==> config.mk <==
export PLATFORM = sky130hd
export DESIGN_NAME = shift_rotate_sched
export DESIGN_NICKNAME = d
export VERILOG_FILES = /design/src/rtl/shift_rotate_sched.sv
export SDC_FILE = /design/constraint.sdc
export NUM_CORES = 1
export LEC_CHECK = 0
export BUFFER_PORTS_ARGS = -buffer_cell sky130_fd_sc_hd__buf_2
export CORE_MARGIN = 5
export CORE_UTILIZATION = 56
export DETAILED_ROUTE_END_ITERATION = 7
export PLACE_DENSITY = 0.83
export SETUP_SLACK_MARGIN = 0.15
export SYNTH_ARGS = -nofsm -noshare
export SYNTH_HDL_FRONTEND = slang
export SYNTH_SLANG_ARGS = --single-unit
==> constraint.sdc <==
create_clock -name clk -period 4.7 [get_ports clk]
set_clock_uncertainty 0.2 [all_clocks]
set_input_delay 0.705 -clock clk [delete_from_list [all_inputs] [get_ports clk]]
set_output_delay 0.705 -clock clk [all_outputs]
set_load 0.05 [all_outputs]
==> src/rtl/shift_rotate_sched.sv <==
// Round-robin scheduler sharing one rotate-right barrel unit among Ports requesters.
// Two-stage pipeline: S1 issue register, S2 output register with valid/ready response.
module shift_rotate_sched #(
  parameter int Bits  = 64,
  parameter int Ports = 4,
  parameter int SW    = $clog2(Bits),
  parameter int IW    = $clog2(Ports)
) (
  input  logic                  clk,
  input  logic                  reset_n,
  input  logic [Ports-1:0]      req_valid,
  output logic [Ports-1:0]      req_ready,
  input  logic [Ports*Bits-1:0] req_a,
  input  logic [Ports*SW-1:0]   req_sh,
  input  logic [Ports-1:0]      req_left,
  output logic                  rsp_valid,
  input  logic                  rsp_ready,
  output logic [Bits-1:0]       rsp_b,
  output logic [IW-1:0]         rsp_id,
  output logic [15:0]           ops_done
);

  logic [Ports-1:0][Bits-1:0] pa;
  logic [Ports-1:0][SW-1:0]   ps;
  assign pa = req_a;
  assign ps = req_sh;

  logic [IW-1:0]   ptr;
  logic            v1;
  logic [Bits-1:0] a1;
  logic [IW-1:0]   id1;
  logic [SW-1:0]   eff1;

  // First valid port at or after ptr; MSB flags that any port is valid.
  function automatic logic [IW:0] pick(input logic [Ports-1:0] v, input logic [IW-1:0] p);
    logic [IW:0] r;
    int          j;
    r = '0;
    for (int i = Ports-1; i >= 0; i--) begin
      j = (int'(p) + i) % Ports;
      if (v[j]) r = {1'b1, IW'(j)};
    end
    return r;
  endfunction

  logic [IW:0]   sel;
  logic          found;
  logic [IW-1:0] gid;
  logic          s2_free, s1_load, gnt;
  logic [SW-1:0] sh_g, eff_n;
  logic [Bits-1:0] rot;

  assign sel     = pick(req_valid, ptr);
  assign found   = sel[IW];
  assign gid     = sel[IW-1:0];
  assign s2_free = !rsp_valid || rsp_ready;
  assign s1_load = !v1 || s2_free;
  assign gnt     = reset_n && found && s1_load;

  for (genvar p = 0; p < Ports; p++) begin : g_rdy
    assign req_ready[p] = gnt && (gid == IW'(p));
  end

  // Left rotate by sh == right rotate by (Bits - sh) mod Bits, i.e. -sh in SW bits.
  assign sh_g  = ps[gid];
  assign eff_n = req_left[gid] ? (~sh_g + SW'(1)) : sh_g;

  // Equivalent to the low half of {a,a} >> eff; eff=0 degenerates to a | a.
  assign rot = (a1 >> eff1) | (a1 << (SW'(0) - eff1));

  always_ff @(posedge clk) begin
    if (!reset_n) begin
      ptr       <= '0;
      v1        <= 1'b0;
      a1        <= '0;
      id1       <= '0;
      eff1      <= '0;
      rsp_valid <= 1'b0;
      rsp_b     <= '0;
      rsp_id    <= '0;
      ops_done  <= '0;
    end else begin
      if (rsp_valid && rsp_ready) ops_done <= ops_done + 16'd1;
      if (s2_free) begin
        rsp_valid <= v1;
        if (v1) begin
          rsp_b  <= rot;
          rsp_id <= id1;
        end
      end
      if (s1_load) begin
        v1 <= gnt;
        if (gnt) begin
          a1   <= pa[gid];
          id1  <= gid;
          eff1 <= eff_n;
          ptr  <= (gid == IW'(Ports-1)) ? '0 : gid + IW'(1);
        end
      end
    end
  end

endmodule

==> flow_metrics.env, run 1 <==
export IMPL_cpMaxStageDelayCell="ha_2"
export IMPL_netlist_instances=2031
export IMPL_ys_flop_type="dfxtp_1"
export IMPL_synth_distinct_cells=63
export IMPL_cts_htree_levels=4
export IMPL_cts_buffer_depth=2
export IMPL_whs_endpoint="rsp_id[1]"
export IMPL_max_slew_margin=0.0706
export IMPL_worstPathMaxFanout=35
export IMPL_synth_area_leaders="dfxtp_1 20%, mux4_2 20%, nand2_1 12%"
export IMPL_hold_viol=0
export IMPL_slew_violations=0
export IMPL_seq_area_frac_synth=0.201
export IMPL_cap_violations=0
export IMPL_start_util=0.567
export IMPL_clockRootBuffer="clkbuf_16"
export IMPL_grt_start_max_net_pins=134
export IMPL_antenna_found_initial=3
export IMPL_grtUsageTotal=0.422
export IMPL_leakage_nw=8.09
export IMPL_post_cts_resized=0
export IMPL_cp_required_ns=4.89
export IMPL_rsz0062_at_grt="false"
export IMPL_min_from="rsp_id[1]"
export IMPL_drtIter0Drc=2384
export IMPL_clk_pin_slew_ns=0.08
export IMPL_wl_per_cell_um=25.6
export IMPL_fin_crit_sh=0.868
export IMPL_gp_congestion=1.19
export IMPL_worst_slew_pin_slew_ns=1.38
export IMPL_crit_arrival_ns=4.27
export IMPL_startpoint_type="register"
export IMPL_clk_latency_ns=0.45
export IMPL_hold_path_cell_count=2
export IMPL_drc_errors=0
export IMPL_multi_input_area_um2=11800
export IMPL_finalSetupViolCount=0
export IMPL_vias=18100
export IMPL_hold_class="register to register"
export IMPL_cts_tree="done"
export IMPL_crit_start="eff1[0]"
export IMPL_syn_nets=2328
export IMPL_ff_latch_area_um2=3170
export IMPL_rr_startpoint="eff1[0]"
export IMPL_max_vdd_ir_drop_mv=0.466
export IMPL_outcome="complete, no violations"
export IMPL_drive_gt1_frac=0.304
export IMPL_path_cells="clkinv_1, ha_2, buf_12, mux4_2, nand2_1, and3_1, a311oi_1, a2111oi_0, o22ai_1, o211a_1"
export IMPL_regToRegEndpoint="rsp_b[54]"
export IMPL_max_stage_delay_ns=0.91
export IMPL_timing_fmax_mhz=245
export IMPL_yosys_area_top_type="dfxtp_1"
export IMPL_synth_edf_count=0
export IMPL_fillerInstances=2514
export IMPL_yosys_warnings=0
export IMPL_netlist_area_leader_share=0.201
export IMPL_viasPerCell=6.79
export IMPL_cts_buffers=17
export IMPL_rows=61
export IMPL_firstDrtPassIters=8
export IMPL_power_density_nw_per_um2=608
export IMPL_dpl_hpwl_mm=52.2
export IMPL_antenna_left=0
export IMPL_power_mw=11.2
export IMPL_cts_sinks=158
export IMPL_first_global_vias=17100
export IMPL_nets=2575
export IMPL_grt_first_pass_wirelength_mm=102
export IMPL_ys_top_cells_by_count="489 x nand2_1, 236 x nand3_1, 169 x a21oi_1"
export IMPL_endpoint_kind="register"
export IMPL_min_period_ns=4.08
export IMPL_ctsHoldBuffers=0
export IMPL_r2r_cells=10
export IMPL_post_cts_buffers=0
export IMPL_numPortBuffers=377
export IMPL_io_pins=378
export IMPL_yosysMostFrequentCell="nand2_1"
export IMPL_die_width_um=178
export IMPL_design_die_area_um2=31600
export IMPL_syn_avg_cell_area_um2=7.75
export IMPL_async_flop_share=0
export IMPL_area_growth_pct=16.7
export IMPL_grt_overflow=0
export IMPL_crit_type="register to register"
export IMPL_core_area_um2=27800
export IMPL_syn_area_um2=15700
export IMPL_die_h_um=178
export IMPL_setup_tns_final_ns=0
export IMPL_routed_wl_mm=68.5
export IMPL_ys_ff_latch=158
export IMPL_r2r_slack_ns=0.62
==> routing by layer <==
layer | vias to the layer above | wire (um) | GRT usage
met2 | 1431 | 30600 | 0.648
met3 | 291 | 8180 | 0.108
met5 | - | 12 | 0
li1 | 7932 | - | -
met1 | 8488 | 24300 | 0.530
met4 | 2 | 5420 | 0.272
==> cell usage in the layout, fill, tap and decap left out, types with 19 or more instances in the layout <==
cell / Yosys / final
and2_1: 19 / 19
mux4_2: 140 / 140
mux2_2: 61 / 61
o21ai_0: 109 / 109
mux2i_1: 122 / 122
dfxtp_1: 158 / 156
nand2_1: 489 / 487
and3_1: 20 / 20
buf_2: 35 / 377
buf_4: 9 / 38
a21oi_1: 169 / 168
nand3_1: 236 / 236
nor2_1: 105 / 105
==> registers in the layout, summed over array words and instances (netlist names) <==
name and count:
eff1 6, ptr 2, a1 64, rsp_id 2, id1 2, rsp_b 64
rsp_valid 1, v1 1, ops_done 16
==> worst max path at each step <==
| stage | slack, ns | endpoint |
|---|---|---|
| finish | 0.62 | rsp_b[54] |
| global route | 0.58 | rsp_b[54] |
| detailed placement | 0.84 | eff1[3] |
| floorplan | 1.14 | rsp_b[44] |
| CTS | 1.0 | rsp_b[53] |
| global placement | 1.03 | eff1[5] |
==> power breakdown <==
group	leakage, nW	internal [mW]	switching [mW]	total [mW]
combinational	6.49	2.80	4.86	7.65
clock	0.289	0.776	0.711	1.49
sequential	1.31	1.58	0.449	2.03
total	8.09	5.15	6.02	11.2
==> through the flow <==
step | hold WS [ns] | cells | util | worst slack, ns | cell area [um^2]
final | 0.261 | 2671 | 0.662 | 0.622 | 18400
after global routing | 0.280 | 2670 | 0.662 | 0.576 | 18400
after CTS | 0.263 | 2669 | 0.661 | 1.00 | 18400
after detailed placement | 0.253 | 2637 | 0.640 | 0.843 | 17800
after global placement | 0.244 | 2637 | 0.640 | 1.03 | 17800
after floorplan | 0.232 | 2031 | - | 1.14 | 15700
==> area by class of cell <==
class / instances / area share
multi-input cells: 1664 / 0.641
repair buffers: 421 / 0.125
clock buffers: 18 / 0.0239
well taps: 378 / 0.0257
inverters: 16 / 0.00340
clock inverters: 14 / 0.00912
flip-flops and latches: 158 / 0.172
diodes: 2 / 0.000272
==> worst max-delay path, delay by kind of cell (launching register included) <==
kind / cells / cell delay [ns]
compound gates: 4 / 1.47
fa+ha+maj: 1 / 0.91
buf+inv: 2 / 0.54
flops: 1 / 0.39
mux: 1 / 0.28
simple gates: 2 / 0.23
==> cells by family after synthesis <==
logic type	synth area share
AO/OA/AOI/OAI	0.157
XOR/XNOR	0.0106
buffers and inverters	0.0567
multiplexers	0.321
AND/OR/NAND/NOR	0.249
flip-flops	0.201
adder cells (fa/ha/maj)	0.00477
Power figures use the tool's default switching activity.
==> run 2: changes to the inputs <==
--- a/config.mk
+++ b/config.mk
@@ -7,9 +7,10 @@
 export LEC_CHECK = 0
 export BUFFER_PORTS_ARGS = -buffer_cell sky130_fd_sc_hd__buf_2
 export CORE_MARGIN = 5
-export CORE_UTILIZATION = 56
+export CORE_UTILIZATION = 57
+export CTS_BUF_LIST = sky130_fd_sc_hd__clkbuf_4
 export DETAILED_ROUTE_END_ITERATION = 7
-export PLACE_DENSITY = 0.83
+export PLACE_DENSITY = 0.84
 export SETUP_SLACK_MARGIN = 0.15
 export SYNTH_ARGS = -nofsm -noshare
 export SYNTH_HDL_FRONTEND = slang
==> run 2 against run 1 <==
Effect of this change:
- worst setup slack better by 0.024 ns
- total power down 5.5%
- critical path depth did not move
- clock power shrank 40%
- largest power group unchanged
- global-route usage decreased by 0.34 points
- cell count is 0.41% lower
- count of clock-buffer cells in the layout fell by 1
- largest cell class unchanged
- die area fell by 1.7%
- non-clock buffer count shrank 5
- routed wire length down 1.4%
==> flow_metrics.env, run 2 (same netlist as run 1, synthesis figures left out) <==
export IMPL_crit_start="eff1[0]"
export IMPL_nets=2570
export IMPL_setup_tns_final_ns=0
export IMPL_finalSetupViolCount=0
export IMPL_worst_slew_pin_slew_ns=1.20
export IMPL_die_width_um=176
export IMPL_wl_per_cell_um=25.4
export IMPL_fillerInstances=2344
export IMPL_cts_tree="done"
export IMPL_worstPathMaxFanout=33
export IMPL_hold_viol=0
export IMPL_gp_congestion=1.13
export IMPL_start_util=0.581
export IMPL_grt_first_pass_wirelength_mm=101
export IMPL_max_slew_margin=0.198
export IMPL_cts_htree_levels=4
export IMPL_antenna_left=0
export IMPL_dpl_hpwl_mm=51.6
export IMPL_rows=60
export IMPL_power_density_nw_per_um2=585
export IMPL_core_area_um2=27100
export IMPL_hold_class="input pin to register"
export IMPL_routed_wl_mm=67.5
export IMPL_ff_latch_area_um2=3170
export IMPL_grt_busiest_layer="met2"
export IMPL_cap_violations=0
export IMPL_grt_overflow=0
export IMPL_grt_use_met2=0.644
export IMPL_cp_required_ns=5.06
export IMPL_firstDrtPassIters=8
export IMPL_drive_gt1_frac=0.302
export IMPL_antenna_found_initial=3
export IMPL_drtIter0Drc=2638
export IMPL_post_cts_buffers=0
export IMPL_min_period_ns=4.05
export IMPL_viasPerCell=6.83
export IMPL_rsz0062_at_grt="false"
export IMPL_post_cts_resized=0
export IMPL_rr_startpoint="eff1[0]"
export IMPL_vias=18200
export IMPL_ctsHoldBuffers=0
export IMPL_design_die_area_um2=31100
export IMPL_layout_top_registers="a1 x64, rsp_b x64, ops_done x16"
export IMPL_cts_buffers=17
export IMPL_postLayoutCoreUtil=0.666
export IMPL_crit_arrival_ns=4.41
export IMPL_leakage_nw=7.93
export IMPL_outcome="complete, no violations"
export IMPL_grt_util_met3=0.0968
export IMPL_grtUsageMet1=0.541
export IMPL_slew_violations=0
export IMPL_startpoint_type="register"
export IMPL_final_common_cell="nand2_1"
export IMPL_clockRootBuffer="clkbuf_4"
export IMPL_cts_sinks=158
export IMPL_min_from="reset_n"
export IMPL_clk_pin_slew_ns=0.21
export IMPL_endpoint_kind="register"
export IMPL_clk_latency_ns=0.63
export IMPL_die_h_um=176
export IMPL_fin_crit_sh=0.863
export IMPL_io_pins=378
export IMPL_grtUsageTotal=0.419
export IMPL_r2r_cells=10
export IMPL_first_global_vias=17000
export IMPL_final_cell_mix="487 x nand2_1, 377 x buf_2, 236 x nand3_1, 168 x a21oi_1, 156 x dfxtp_1"
export IMPL_drc_errors=0
export IMPL_cts_buffer_depth=2
export IMPL_max_vdd_ir_drop_mv=0.264
export IMPL_multi_input_area_um2=11800
export IMPL_crit_type="register to register"
export IMPL_numPortBuffers=377
export IMPL_hold_path_cell_count=3
export IMPL_area_growth_pct=14.6
export IMPL_timing_fmax_mhz=247
export IMPL_grt_start_max_net_pins=131
[run 2: per-stage QoR]
stage          worst slack, ns  total power, mW  instance area (um^2)  cells  hold slack, ns
6_report                 0.646             10.5                 18000   2660           0.217
3_3_place_gp             0.913             9.25                 17700   2626           0.244
2_1_floorplan             1.14             7.02                 15700   2031           0.232
4_1_cts                  0.735             10.2                 18000   2658           0.206
5_1_grt                  0.437             10.9                 18000   2660           0.208
3_5_place_dp             0.716             9.33                 17700   2626           0.246
[run 2: path summary, 6_finish.rpt]
kind	to	slack, ns
worst max-delay path	rsp_b[53]	0.65
worst min-delay path	ptr[0]	0.22
worst max register to register	rsp_b[53]	0.65
worst min register to register	rsp_id[0]	0.26
[run 2: worst max-delay path, stage by stage, from the launching register on]
cell,delay (ns)
dfxtp_4,0.59
clkinv_1,0.30
ha_2,0.86
buf_12,0.30
mux4_2,0.35
mux2_2,0.30
nor2_1,0.14
a311oi_1,0.08
a2111oi_0,0.53
o22ai_1,0.16
o211a_1,0.18
[run 2: metal layers]
layer | wire (um) | part of all wire
met1 | 24000 | 0.36
met2 | 30000 | 0.44
met3 | 8690 | 0.13
met4 | 4820 | 0.071
met5 | 13 | 0.00019
[run 2: area by class of cell]
cell class,count,area share
tap,372,0.0258
timing repair buffer,416,0.126
antenna,2,0.000277
multi-input combinational,1664,0.653
inverter,16,0.00347
sequential,158,0.176
clock buffer,17,0.00707
clock inverter,15,0.00950
[run 2: where the power goes]
| part | total (mW) | internal (mW) | leakage (nW) | switching [mW] |
|---|---|---|---|---|
| Clock | 0.891 | 0.247 | 0.153 | 0.644 |
| Sequential | 2.04 | 1.58 | 1.31 | 0.461 |
| Combinational | 7.62 | 2.78 | 6.47 | 4.84 |
| Total | 10.5 | 4.61 | 7.93 | 5.94 |
